File: src/rtl/bounded_enum_seq_pkg.sv
// Shared types for the bounded enumerator: FSM state encoding and its width.
// Optional index output is enabled by defining BOUNDED_ENUM_INDEX_EN.
package bounded_enum_pkg;
    localparam int ST_W = 2;

    typedef enum logic [ST_W-1:0] {
        IDLE  = 2'd0,
        FIRST = 2'd1,
        RUN   = 2'd2,
        DONE  = 2'd3
    } state_t;
endpackage

File: src/rtl/bounded_enum_seq_if.sv
// Element handshake bundle: start/bounds from the producer, req from the consumer, ack/eol/value back.
// Handshake: req is a level; every cycle req is sampled high (and start low, state armed) yields ack=1 one cycle later.
interface bounded_enum_seq_if #(parameter int WIDTH = 8);
    logic             start;
    logic [WIDTH-1:0] min;
    logic [WIDTH-1:0] step;
    logic [WIDTH-1:0] max;
    logic             descend;
    logic             req;
    logic             ack;
    logic             eol;
    logic [WIDTH-1:0] value;
    logic             busy;
`ifdef BOUNDED_ENUM_INDEX_EN
    logic [WIDTH-1:0] index;

    modport master (output start, min, step, max, descend, req,
                    input  ack, eol, value, busy, index);
    modport slave  (input  start, min, step, max, descend, req,
                    output ack, eol, value, busy, index);
`else
    modport master (output start, min, step, max, descend, req,
                    input  ack, eol, value, busy);
    modport slave  (input  start, min, step, max, descend, req,
                    output ack, eol, value, busy);
`endif
endinterface

File: src/rtl/bounded_enum_seq_step.sv
// Combinational successor of v and whether v is the final element (successor out of bounds).
// Arithmetic is done one bit wider so a carry/borrow ends the sequence instead of wrapping.
module bounded_enum_step #(
    parameter int WIDTH = 8
) (
    input  logic [WIDTH-1:0] v,
    input  logic [WIDTH-1:0] step,
    input  logic [WIDTH-1:0] max,
    input  logic             descend,
    output logic [WIDTH-1:0] next,
    output logic             last
);
    logic [WIDTH:0] sum;
    logic [WIDTH:0] diff;
    logic           zero_step;

    always_comb begin
        sum       = {1'b0, v} + {1'b0, step};
        diff      = {1'b0, v} - {1'b0, step};
        zero_step = (step == '0);
        if (descend) begin
            next = diff[WIDTH-1:0];
            last = diff[WIDTH] || (diff[WIDTH-1:0] < max) || zero_step;
        end else begin
            next = sum[WIDTH-1:0];
            last = sum[WIDTH] || (sum[WIDTH-1:0] > max) || zero_step;
        end
    end
endmodule

File: src/rtl/bounded_enum_seq.sv
// Bounded arithmetic enumerator: delivers min, min+/-step, ... up to max, one element per req.
// Define BOUNDED_ENUM_INDEX_EN to add a saturating element index output.
module bounded_enum_seq
    import bounded_enum_pkg::*;
#(
    parameter int WIDTH = 8,
    parameter int WRAP  = 0
) (
    input  logic                     clock,
    input  logic                     reset_n,
    bounded_enum_seq_if.slave        bus,
    output state_t                   fsm_state
);
    state_t           state_q, state_d;
    logic [WIDTH-1:0] min_q, step_q, max_q, nxt_q, value_q;
    logic             desc_q, ack_q, eol_q, pend_q;
    logic [WIDTH-1:0] v_sel, next_v;
    logic             last_v, deliver, empty;

    // nxt_q holds the element the next req will deliver; pend_q marks it as a wrap restart.
    assign v_sel = (state_q == FIRST) ? min_q : nxt_q;
    assign empty = bus.descend ? (bus.min < bus.max) : (bus.min > bus.max);

    bounded_enum_step #(.WIDTH(WIDTH)) u_step (
        .v       (v_sel),
        .step    (step_q),
        .max     (max_q),
        .descend (desc_q),
        .next    (next_v),
        .last    (last_v)
    );

    always_ff @(posedge clock or negedge reset_n) begin
        if (!reset_n) state_q <= IDLE;
        else          state_q <= state_d;
    end

    always_comb begin
        state_d = state_q;
        deliver = 1'b0;
        if (bus.start) begin
            state_d = empty ? DONE : FIRST;
        end else if (bus.req) begin
            unique case (state_q)
                FIRST: begin
                    deliver = 1'b1;
                    state_d = last_v ? DONE : RUN;
                end
                RUN: begin
                    deliver = 1'b1;
                    if (last_v && WRAP == 0) state_d = DONE;
                end
                DONE: begin
                    if (WRAP != 0) begin
                        deliver = 1'b1;
                        state_d = last_v ? DONE : RUN;
                    end
                end
                default: ;
            endcase
        end
    end

    always_ff @(posedge clock or negedge reset_n) begin
        if (!reset_n) begin
            min_q   <= '0;
            step_q  <= '0;
            max_q   <= '0;
            desc_q  <= 1'b0;
            nxt_q   <= '0;
            value_q <= '0;
            ack_q   <= 1'b0;
            eol_q   <= 1'b0;
            pend_q  <= 1'b0;
        end else if (bus.start) begin
            min_q   <= bus.min;
            step_q  <= bus.step;
            max_q   <= bus.max;
            desc_q  <= bus.descend;
            nxt_q   <= bus.min;
            value_q <= bus.min;
            ack_q   <= 1'b0;
            eol_q   <= 1'b0;
            pend_q  <= 1'b0;
        end else if (bus.req && state_q != IDLE) begin
            ack_q <= 1'b1;
            if (deliver) begin
                value_q <= v_sel;
                eol_q   <= last_v;
                nxt_q   <= last_v ? min_q : next_v;
                pend_q  <= last_v;
            end else begin
                eol_q <= 1'b1;
            end
        end else begin
            ack_q <= 1'b0;
            eol_q <= 1'b0;
        end
    end

`ifdef BOUNDED_ENUM_INDEX_EN
    logic [WIDTH-1:0] index_q;

    always_ff @(posedge clock or negedge reset_n) begin
        if (!reset_n)           index_q <= '0;
        else if (bus.start)     index_q <= '0;
        else if (deliver) begin
            if (pend_q)         index_q <= '0;
            else if (!(&index_q)) index_q <= index_q + 1'b1;
        end
    end

    assign bus.index = index_q;
`endif

    assign bus.ack   = ack_q;
    assign bus.eol   = eol_q;
    assign bus.value = value_q;
    assign bus.busy  = (state_q == FIRST) || (state_q == RUN);
    assign fsm_state = state_q;
endmodule

File: src/flat_wrapper.sv
// flat-port wrapper written by rule: the top's interface ports become plain ports
module bounded_enum_seq_flat import bounded_enum_pkg::*;
#(
    parameter int WIDTH = 8,
    parameter int WRAP  = 0
)
  (clock, reset_n, fsm_state, bus_start, bus_min, bus_step, bus_max, bus_descend, bus_req, bus_ack, bus_eol, bus_value, bus_busy);
  bounded_enum_seq_if #(.WIDTH(WIDTH)) bus_i ();
  input  logic clock;
  input  logic reset_n;
  output state_t fsm_state;
  input wire logic [$bits(bus_i.start)-1:0] bus_start;
  input wire logic [$bits(bus_i.min)-1:0] bus_min;
  input wire logic [$bits(bus_i.step)-1:0] bus_step;
  input wire logic [$bits(bus_i.max)-1:0] bus_max;
  input wire logic [$bits(bus_i.descend)-1:0] bus_descend;
  input wire logic [$bits(bus_i.req)-1:0] bus_req;
  output wire logic [$bits(bus_i.ack)-1:0] bus_ack;
  output wire logic [$bits(bus_i.eol)-1:0] bus_eol;
  output wire logic [$bits(bus_i.value)-1:0] bus_value;
  output wire logic [$bits(bus_i.busy)-1:0] bus_busy;
  assign bus_i.start = bus_start;
  assign bus_i.min = bus_min;
  assign bus_i.step = bus_step;
  assign bus_i.max = bus_max;
  assign bus_i.descend = bus_descend;
  assign bus_i.req = bus_req;
  assign bus_ack = bus_i.ack;
  assign bus_eol = bus_i.eol;
  assign bus_value = bus_i.value;
  assign bus_busy = bus_i.busy;
  bounded_enum_seq #(.WIDTH(WIDTH), .WRAP(WRAP)) u_core (.clock(clock), .reset_n(reset_n), .bus(bus_i), .fsm_state(fsm_state));
endmodule
File: config.mk
export PLATFORM = sky130hd
export DESIGN_NAME = bounded_enum_seq_flat
export DESIGN_NICKNAME = d
export VERILOG_FILES = /design/src/rtl/bounded_enum_seq_pkg.sv /design/src/rtl/bounded_enum_seq_if.sv /design/src/rtl/bounded_enum_seq_step.sv /design/src/rtl/bounded_enum_seq.sv /design/src/flat_wrapper.sv
export SDC_FILE = /design/constraint.sdc
export NUM_CORES = 1
export LEC_CHECK = 0
export ABC_CLOCK_PERIOD_IN_PS = 4500
export CAP_MARGIN = 5
export CORE_MARGIN = 2
export CORE_UTILIZATION = 51
export DETAILED_ROUTE_END_ITERATION = 7
export GPL_ROUTABILITY_DRIVEN = 0
export PLACE_DENSITY = 0.77
export SLEW_MARGIN = 20
export SYNTH_ARGS = -nofsm -noshare
export SYNTH_HDL_FRONTEND = slang
export SYNTH_SLANG_ARGS = --single-unit
File: constraint.sdc
create_clock -name clock -period 4.5 [get_ports clock]
set_clock_uncertainty 0.2 [all_clocks]
set_input_delay 0.45 -clock clock [delete_from_list [all_inputs] [get_ports clock]]
set_output_delay 0.45 -clock clock [all_outputs]
set_load 0.03 [all_outputs]
==> reports/results.md, run 1 <==
| Parameter | Reported | Unit |
| --- | --- | --- |
| Cells after DPL | 505 | - |
| Part of the Yosys area used for sequential elements | 32.8 | % |
| Max-Cap Viols | 0 | - |
| Leading cell types in the layout, fill and taps excluded | inv_1 (47), dfrtp_1 (45), ha_1 (41) | - |
| Fmax | 234 | MHz |
| Top FF cell, synth | dfrtp_1 | - |
| Final total power | 2.05 | mW |
| Asr flop ratio synth | 100 | % |
| N_diodes | 0 | - |
| Top Layer Used | met4 | - |
| Class of the most critical setup path | register to register | - |
| Initial antenna violation count | 0 | - |
| Count of different cell masters after synthesis | 51 | - |
| Placement Rows | 29 | - |
| Vias in the first global route | 2922 | - |
| Final cell count without fillers | 524 | - |
| Crit path time final | 4.28 | ns |
| Aggregate global-route resource usage | 23.3 | % |
| Fraction of layout instances using a drive strength above 1 | 13.2 | % |
| Number of sinks handled by clock tree synthesis | 45 | - |
| CP cell instances | inv_1 > ha_4 > buf_4 > mux2_2 > ha_1 > or4_1 > o22ai_2 > xnor2_2 > ha_1 > a21oi_1 > o21ai_0 > o21ai_0 > o21ai_1 > o32a_4 > buf_4 > a31oi_2 > a21oi_1 | - |
| Critical Path Max Stage Delay | 0.55 | ns |
| Buffers plus inverters on the worst setup path | 3 | - |
| Clock latency on the worst-skew pair | 0.31 | ns |
| Net count, final | 520 | - |
| Number of detailed-route iterations in the first pass | 5 | - |
| Vert. Die Dim | 86.1 | µm |
| Final slew viol count | 0 | - |
| Worst IR drop on VDD | 0.188 | mV |
| Fin. Hold Viols | 0 | - |
| Number of buffers on the longest clock path | 2 | - |
| Most common library cell in the layout ignoring fill and taps | inv_1 | - |
| Cell with the largest stage delay on the worst path | or4_1 | - |
| H-tree levels | 2 | - |
| Detailed-routed wire length on met2 | 4110 | µm |
| Routed WL per cell | 16.3 | µm |
| Crit Path Max Fanout | 8 | - |
| Worst Setup End Kind | register | - |
| Post-Syn Instances | 387 | - |
| Clock tree root buffer cell | clkbuf_8 | - |
| Average cell area after synthesis | 8.87 | µm² |
| Hold Crit Class | register to register | - |
| Metal1 wirelength | 3880 | µm |
| Number of clock buffers inserted by TritonCTS | 5 | - |
| Post-route DRC violation count | 0 | - |
| Synthesis-stage register bit count | 45 | - |
| Number of port buffers | 41 | - |
| Family of cells with the greatest summed delay on the critical path | compound AO/OA/AOI/OAI gates | - |
| Die area | 7410 | µm² |
| Final ANT Viol Nets | 0 | - |
| Status | finished, final reports clean | - |
| Total power divided by cell area | 486 | nW/µm² |
| Worst EP required | 4.45 | ns |
| Category of the worst setup path launch point | register | - |
| CTS tree | yes | - |
| Clock transition at the registers of the reported paths | 0.09 | ns |
| Worst max-slew margin expressed relative to the limit | 40.1 | % |
| Vias | 2967 | - |
| Core area | 6420 | µm² |
| Ratio of routed vias to standard cells | 5.66 | - |
| Count of synthesis-stage warnings from yosys | 0 | - |
| Static leakage power | 2.03 | nW |
| Transition at the pin with the smallest max-transition slack | 0.898 | ns |
| Detailed-placement wirelength estimate | 6400 | µm |
| Fin crit share | 95.2 | % |
| Area growth, synth to finish | 22.5 | % |
| Drt total wl | 8530 | µm |
| Global-route wire length before repair | 13600 | µm |
| Number of nets in the synthesized netlist | 461 | - |
| Critical Path AT | 4.23 | ns |
| Post-synthesis instance area | 3430 | µm² |
| DP Worst Slack | -0.0859 | ns |
| Io pins | 42 | - |
| Final worst hold slack | 0.317 | ns |
| Detailed router's first-iteration violation count | 192 | - |
| Die span in x | 86.1 | µm |
| Largest net degree at the start of global routing | 61 | - |
| Routed length on met3 | 369 | µm |
| Final count of negative-setup-slack endpoints | 0 | - |
| Starting utilization of the core area | 53.5 | % |
| Aggregate global routing overflow | 0 | - |
| Number of synthesized flops with an enable pin | 0 | - |
| Crit path setup slack, layout | 0.217 | ns |
==> cell families after synthesis <==
logic type      count (synthesis)  synth area share [%]
simple gates                   98                  13.6
compound gates                 94                  16.8
buf+inv                        63                  7.47
fa+ha+maj                      45                  16.8
flops                          45                  32.8
mux                            30                  9.51
xor+xnor                       12                  3.06
==> power by group <==
part | total, mW | switching (mW) | internal, mW
Clock | 0.264 | 0.153 | 0.110
Combinational | 1.28 | 0.665 | 0.619
Sequential | 0.498 | 0.0413 | 0.457
Total | 2.05 | 0.860 | 1.19
==> tightest hold or removal path, delay by kind of cell, from the launching register on <==
family	cells	cell delay, ns
flops	1	0.36
compound gates	1	0.08
simple gates	1	0.05
==> registers in the layout (all words and copies together), names as in the netlist <==
register and count:
u_core.bus.ack 1, u_core.bus.eol 1, u_core.bus.value 8, u_core.desc_q 1, u_core.fsm_state 2, u_core.max_q 8, u_core.min_q 8, u_core.nxt_q 8
u_core.step_q 8
==> per-layer routing <==
layer / GRT usage, % / vias up
met2: 39.6 / 90
met3: 3.27 / 18
met5: 0 / -
li1: - / 1449
met1: 31.0 / 1410
met4: 6.78 / 0
==> layout make-up <==
cell class | count | area [µm²]
fillers | 550 | 2210
multi-input cells | 279 | 2110
flip-flops and latches | 45 | 1130
repair buffers | 67 | 601
inverters | 48 | 180
well taps | 77 | 96.3
clock buffers | 5 | 68.8
clock inverters | 3 | 21.3
==> synth_stat cells (2+ instances only) <==
| cell type | instances | area (µm²) |
|---|---|---|
| xor2_1 | 2 | 17.5 |
| ha_1 | 43 | 538 |
| inv_1 | 47 | 176 |
| nand4_1 | 6 | 37.5 |
| clkbuf_1 | 11 | 41.3 |
| nand2_1 | 39 | 146 |
| or3_1 | 2 | 12.5 |
| xnor2_1 | 10 | 87.6 |
| buf_6 | 2 | 22.5 |
| nor3_1 | 3 | 15.0 |
| mux2i_1 | 18 | 180 |
| o21ai_0 | 40 | 200 |
| o21a_1 | 6 | 45.0 |
| mux2_1 | 2 | 22.5 |
| a21boi_0 | 2 | 15.0 |
| a21o_1 | 2 | 15.0 |
| nand3b_1 | 2 | 15.0 |
| o21bai_1 | 2 | 15.0 |
| a21oi_1 | 21 | 105 |
| a31oi_1 | 2 | 12.5 |
| o211ai_1 | 6 | 45.0 |
| nor2_1 | 20 | 75.1 |
| nor4_1 | 3 | 18.8 |
| dfrtp_1 | 45 | 1130 |
| fa_1 | 2 | 40.0 |
| nor2b_1 | 6 | 37.5 |
| nand3_1 | 3 | 15.0 |
| mux2_2 | 9 | 101 |
| or4_1 | 2 | 15.0 |
| nand2b_1 | 8 | 50.1 |
==> repair_timing <==
item                       CTS  global route
setup buffers                7             3
hold buffers                 0             1
setup endpoints to repair    8            10
cloned                       0             0
pin swaps                    2             4
gates resized for setup      2             9
hold endpoints to repair     0            45
==> metrics by stage <==
step / utilization [%] / setup TNS [ns] / area [µm²]
2_1_floorplan: - / 0 / 3440
3_3_place_gp: 61.8 / -0.00499 / 3970
3_5_place_dp: 61.8 / -0.430 / 3970
4_1_cts: 64.1 / 0 / 4120
5_1_grt: 65.5 / -0.00701 / 4210
6_report: 65.5 / 0 / 4210
==> final timing paths <==
kind | startpoint | end | slack [ns] | cells after the start
setup / recovery | u_core.fsm_state[1] | u_core.fsm_state[1] | 0.22 | 17
hold / removal | u_core.nxt_q[4] | u_core.nxt_q[4] | 0.32 | 2
setup reg to reg | u_core.fsm_state[1] | u_core.fsm_state[1] | 0.22 | 17
hold reg to reg | u_core.nxt_q[4] | u_core.nxt_q[4] | 0.32 | 2
max in group asynchronous | reset_n | u_core.desc_q | 3.23 | 2
min in group asynchronous | reset_n | u_core.max_q[5] | 0.46 | 2
Power figures use the tool's default switching activity.
==> run 2: changes to the inputs <==
--- a/config.mk
+++ b/config.mk
@@ -5,13 +5,15 @@
 export SDC_FILE = /design/constraint.sdc
 export NUM_CORES = 1
 export LEC_CHECK = 0
-export ABC_CLOCK_PERIOD_IN_PS = 4500
+export ABC_AREA = 1
+export ABC_CLOCK_PERIOD_IN_PS = 5100
 export CAP_MARGIN = 5
 export CORE_MARGIN = 2
-export CORE_UTILIZATION = 51
+export CORE_UTILIZATION = 60
 export DETAILED_ROUTE_END_ITERATION = 7
 export GPL_ROUTABILITY_DRIVEN = 0
-export PLACE_DENSITY = 0.77
+export PLACE_DENSITY = 0.85
+export SETUP_SLACK_MARGIN = 0.1
 export SLEW_MARGIN = 20
 export SYNTH_ARGS = -nofsm -noshare
 export SYNTH_HDL_FRONTEND = slang
==> constraint.sdc (replaced) <==
create_clock -name clock -period 5.1 [get_ports clock]
set_clock_uncertainty 0.2 [all_clocks]
set_input_delay 0.51 -clock clock [delete_from_list [all_inputs] [get_ports clock]]
set_output_delay 0.51 -clock clock [all_outputs]
set_load 0.03 [all_outputs]
==> reports/results.md, run 2 <==
| Parameter | Reported | Unit | vs previous |
| --- | --- | --- | --- |
| Status | finished, final reports clean | - |  |
| Fmax | 224 | MHz | -3.9% |
| Count of synthesis-stage warnings from yosys | 0 | - | unchanged |
| Net count, final | 608 | - | +17% |
| Hold Crit Class | input pin to asynchronous set/reset pin | - |  |
| Fraction of synthesized cell area taken by the top area cell type | 31.6 | % | -1.2 points |
| Setup repair after global routing missed its margin | false | - |  |
| Most used cell, CP | nand2_1 | - |  |
| Clock transition at the registers of the reported paths | 0.09 | ns | about the same |
| Placement Rows | 28 | - | -3.4% |
| Vias in the first global route | 3197 | - | +9.4% |
| Total power divided by cell area | 666 | nW/µm² | +37% |
| Number of buffers on the longest clock path | 2 | - | unchanged |
| DP Worst Slack | 0.755 | ns | +0.841 ns |
| Leading cell types in the layout, fill and taps excluded | nand2_1 (133), inv_1 (73), dfrtp_1 (45) | - |  |
| Part of the Yosys area used for sequential elements | 31.6 | % | -1.2 points |
| Final slew viol count | 0 | - | unchanged |
| Ratio of routed vias to standard cells | 5.39 | - | -4.9% |
| Fin crit share | 87.4 | % | -7.8 points |
| Most common library cell in the layout ignoring fill and taps | nand2_1 | - |  |
| Synthesis-stage register bit count | 45 | - | unchanged |
| Drt total wl | 8710 | µm | +2.1% |
| Critical Path Max Stage Delay | 0.56 | ns | about the same |
| Count of different cell masters after synthesis | 36 | - | -29% |
| Clock tree root buffer cell | clkbuf_8 | - |  |
| Number of nets in the synthesized netlist | 575 | - | +25% |
| Number of synthesized flops with an enable pin | 0 | - | unchanged |
| Area growth, synth to finish | 14.5 | % |  |
| Core area | 5820 | µm² | -9.4% |
| Worst Setup End Kind | register | - |  |
| Critical Path AT | 4.45 | ns | +0.22 ns |
| CP cell instances | inv_1 > ha_1 > o21ai_0 > inv_1 > fa_1 > inv_1 > nand2_1 > nand2_2 > nand2_1 > nand2_1 > xor2_1 > ha_1 > nand2_1 > nor2_1 > nor2_1 > nand2_1 > nand2_1 > nand2_1 > nand2_2 > nand3_4 > nor2_1 > nor2_1 > nand2_1 > nand2_1 | - |  |
| Most common library cells after synthesis | nand2_1 (133), inv_1 (73), dfrtp_1 (45) | - |  |
| CTS tree | yes | - |  |
| Aggregate global routing overflow | 0 | - | unchanged |
| Category of the worst setup path launch point | register | - |  |
| Die area | 6570 | µm² | -11% |
| Post-synthesis instance area | 3560 | µm² | +3.8% |
| Transition at the pin with the smallest max-transition slack | 1.00 | ns | +0.104 ns |
| Vert. Die Dim | 81.1 | µm | -5.8% |
| Number of filler cells placed in the layout | 505 | - | -8.2% |
| Crit path setup slack, layout | 0.643 | ns | +0.426 ns |
| Number of buffers inserted to repair setup after CTS | 0 | - | -7 |
| Average cell area after synthesis | 7.11 | µm² | -20% |
| Post-route DRC violation count | 0 | - | unchanged |
| Final count of negative-setup-slack endpoints | 0 | - | unchanged |
| Max-Cap Viols | 0 | - | unchanged |
| Post-Syn Instances | 501 | - | +29% |
| Top FF cell, synth | dfrtp_1 | - |  |
| Fraction of layout instances using a drive strength above 1 | 6.93 | % | -6.3 points |
| Cells after DPL | 602 | - | +19% |
| Number of buffers inserted by hold repair at cts | 0 | - | unchanged |
| Final cell count without fillers | 609 | - | +16% |
| Detailed router's first-iteration violation count | 293 | - | +53% |
| Crit path time final | 4.46 | ns | +0.174 ns |
| Leading area contributor after synthesis | dfrtp_1 | - |  |
| Global-route wire length before repair | 14700 | µm | +7.5% |
| Aggregate global-route resource usage | 28.8 | % | +5.4 points |
| Starting utilization of the core area | 61.3 | % | +7.8 points |
| Multi-input logic area | 2030 | µm² | -3.8% |
| Number of clock buffers inserted by TritonCTS | 5 | - | unchanged |
| Asr flop ratio synth | 100 | % | unchanged |
| Number of detailed-route iterations in the first pass | 5 | - | unchanged |
| Crit Path Max Fanout | 18 | - | +10 |
| Static leakage power | 2.16 | nW | +6.6% |
| Fin. Hold Viols | 0 | - | unchanged |
| Io pins | 42 | - | unchanged |
| H-tree levels | 2 | - | unchanged |
| Worst IR drop on VDD | 0.420 | mV | +120% |
| Final worst hold slack | 0.00619 | ns | -0.311 ns |
| Class of the most critical setup path | register to register | - |  |
| Worst max-slew margin expressed relative to the limit | 33.2 | % | -6.9 points |
| Most common cell in the synthesized netlist | nand2_1 | - |  |
| N_diodes | 0 | - | unchanged |
| Total Negative Setup Slacks | 0 | ns | unchanged |
| Cell with the largest stage delay on the worst path | o21ai_0 | - |  |
| Number of sinks handled by clock tree synthesis | 45 | - | unchanged |
| Vias | 3281 | - | +11% |
| Post-cts gate resize count | 0 | - | -2 |
| Worst EP required | 5.09 | ns | +0.64 ns |
| Die span in x | 81.1 | µm | -5.8% |
| Final ANT Viol Nets | 0 | - | unchanged |
| Largest net degree at the start of global routing | 61 | - | unchanged |
| Clock latency on the worst-skew pair | 0.30 | ns | about the same |
| Seq. cell area | 1130 | µm² | unchanged |
| Initial antenna violation count | 0 | - | unchanged |
| Number of port buffers | 41 | - | unchanged |
| Area contributors post-synth | dfrtp_1 (32%), ha_1 (15%), nand2_1 (14%) | - |  |
| Routed WL per cell | 14.3 | µm | -12% |
| Detailed-placement wirelength estimate | 6720 | µm | +5.0% |
run 2: cell count changes after synthesis, moves of 11 or more:
cell / change
nand2_1: +94
inv_1: +26
mux2i_1: -18
nor2_1: +18
nand3_1: +12
inv_2: +11
run 2: final timing paths:
check                                         start                   to  slack (ns)  cells past startpoint
worst max-delay path            u_core.fsm_state[1]      u_core.nxt_q[3]        0.64                     24
worst min-delay path                        reset_n      u_core.max_q[6]       0.006                      1
worst max register to register  u_core.fsm_state[1]      u_core.nxt_q[3]        0.64                     24
worst min register to register  u_core.bus.value[0]  u_core.bus.value[0]        0.31                      2
max in group asynchronous                   reset_n      u_core.max_q[0]        4.29                      1
min in group clock              u_core.bus.value[0]  u_core.bus.value[0]        0.31                      2
run 2: per-stage QoR:
| stage | power (mW) | util, % | cell area, µm² |
|---|---|---|---|
| 5_1_grt | 3.00 | 70.2 | 4080 |
| 6_report | 2.72 | 70.2 | 4080 |
| 3_3_place_gp | 2.39 | 68.6 | 3990 |
| 2_1_floorplan | 1.99 | - | 3560 |
| 3_5_place_dp | 2.46 | 68.6 | 3990 |
| 4_1_cts | 2.70 | 70.1 | 4080 |
run 2: metal layers:
metal	part of all wire, %	wire, µm	global-route usage (%)	vias to the layer above
li1	-	-	-	1645
met2	47	4110	48.6	105
met1	45	3940	38.4	1514
met5	0	0	0	-
met3	5.2	456	3.89	17
met4	2.2	195	8.81	0
run 2: power breakdown:
group	internal [mW]	leakage, nW	total [mW]	switching (mW)
logic	0.730	1.58	1.99	1.26
registers	0.446	0.540	0.497	0.0514
clock network	0.108	0.0443	0.228	0.120
total	1.28	2.16	2.72	1.44
run 2: layout make-up:
cell class,count,share of cell area (%)
flip-flops and latches,45,27.6
multi-input cells,352,49.8
repair buffers,42,10.1
clock buffers,7,2.12
well taps,75,2.30
inverters,88,8.10
run 2: kinds of logic after synthesis:
group	count (synthesis)	share of synthesized area, %
simple gates	210	24.6
compound gates	89	14.2
flops	45	31.6
buf+inv	104	11.3
fa+ha+maj	45	16.2
xor+xnor	8	1.97
run 2: worst max-delay path, delay by kind of cell, from the launching register on:
kind	cells	cell delay (ns)
AO/OA/AOI/OAI	1	0.56
XOR/XNOR	1	0.23
adder cells (fa/ha/maj)	3	1.15
buffers and inverters	3	0.34
flip-flops	1	0.40
AND/OR/NAND/NOR	16	1.44
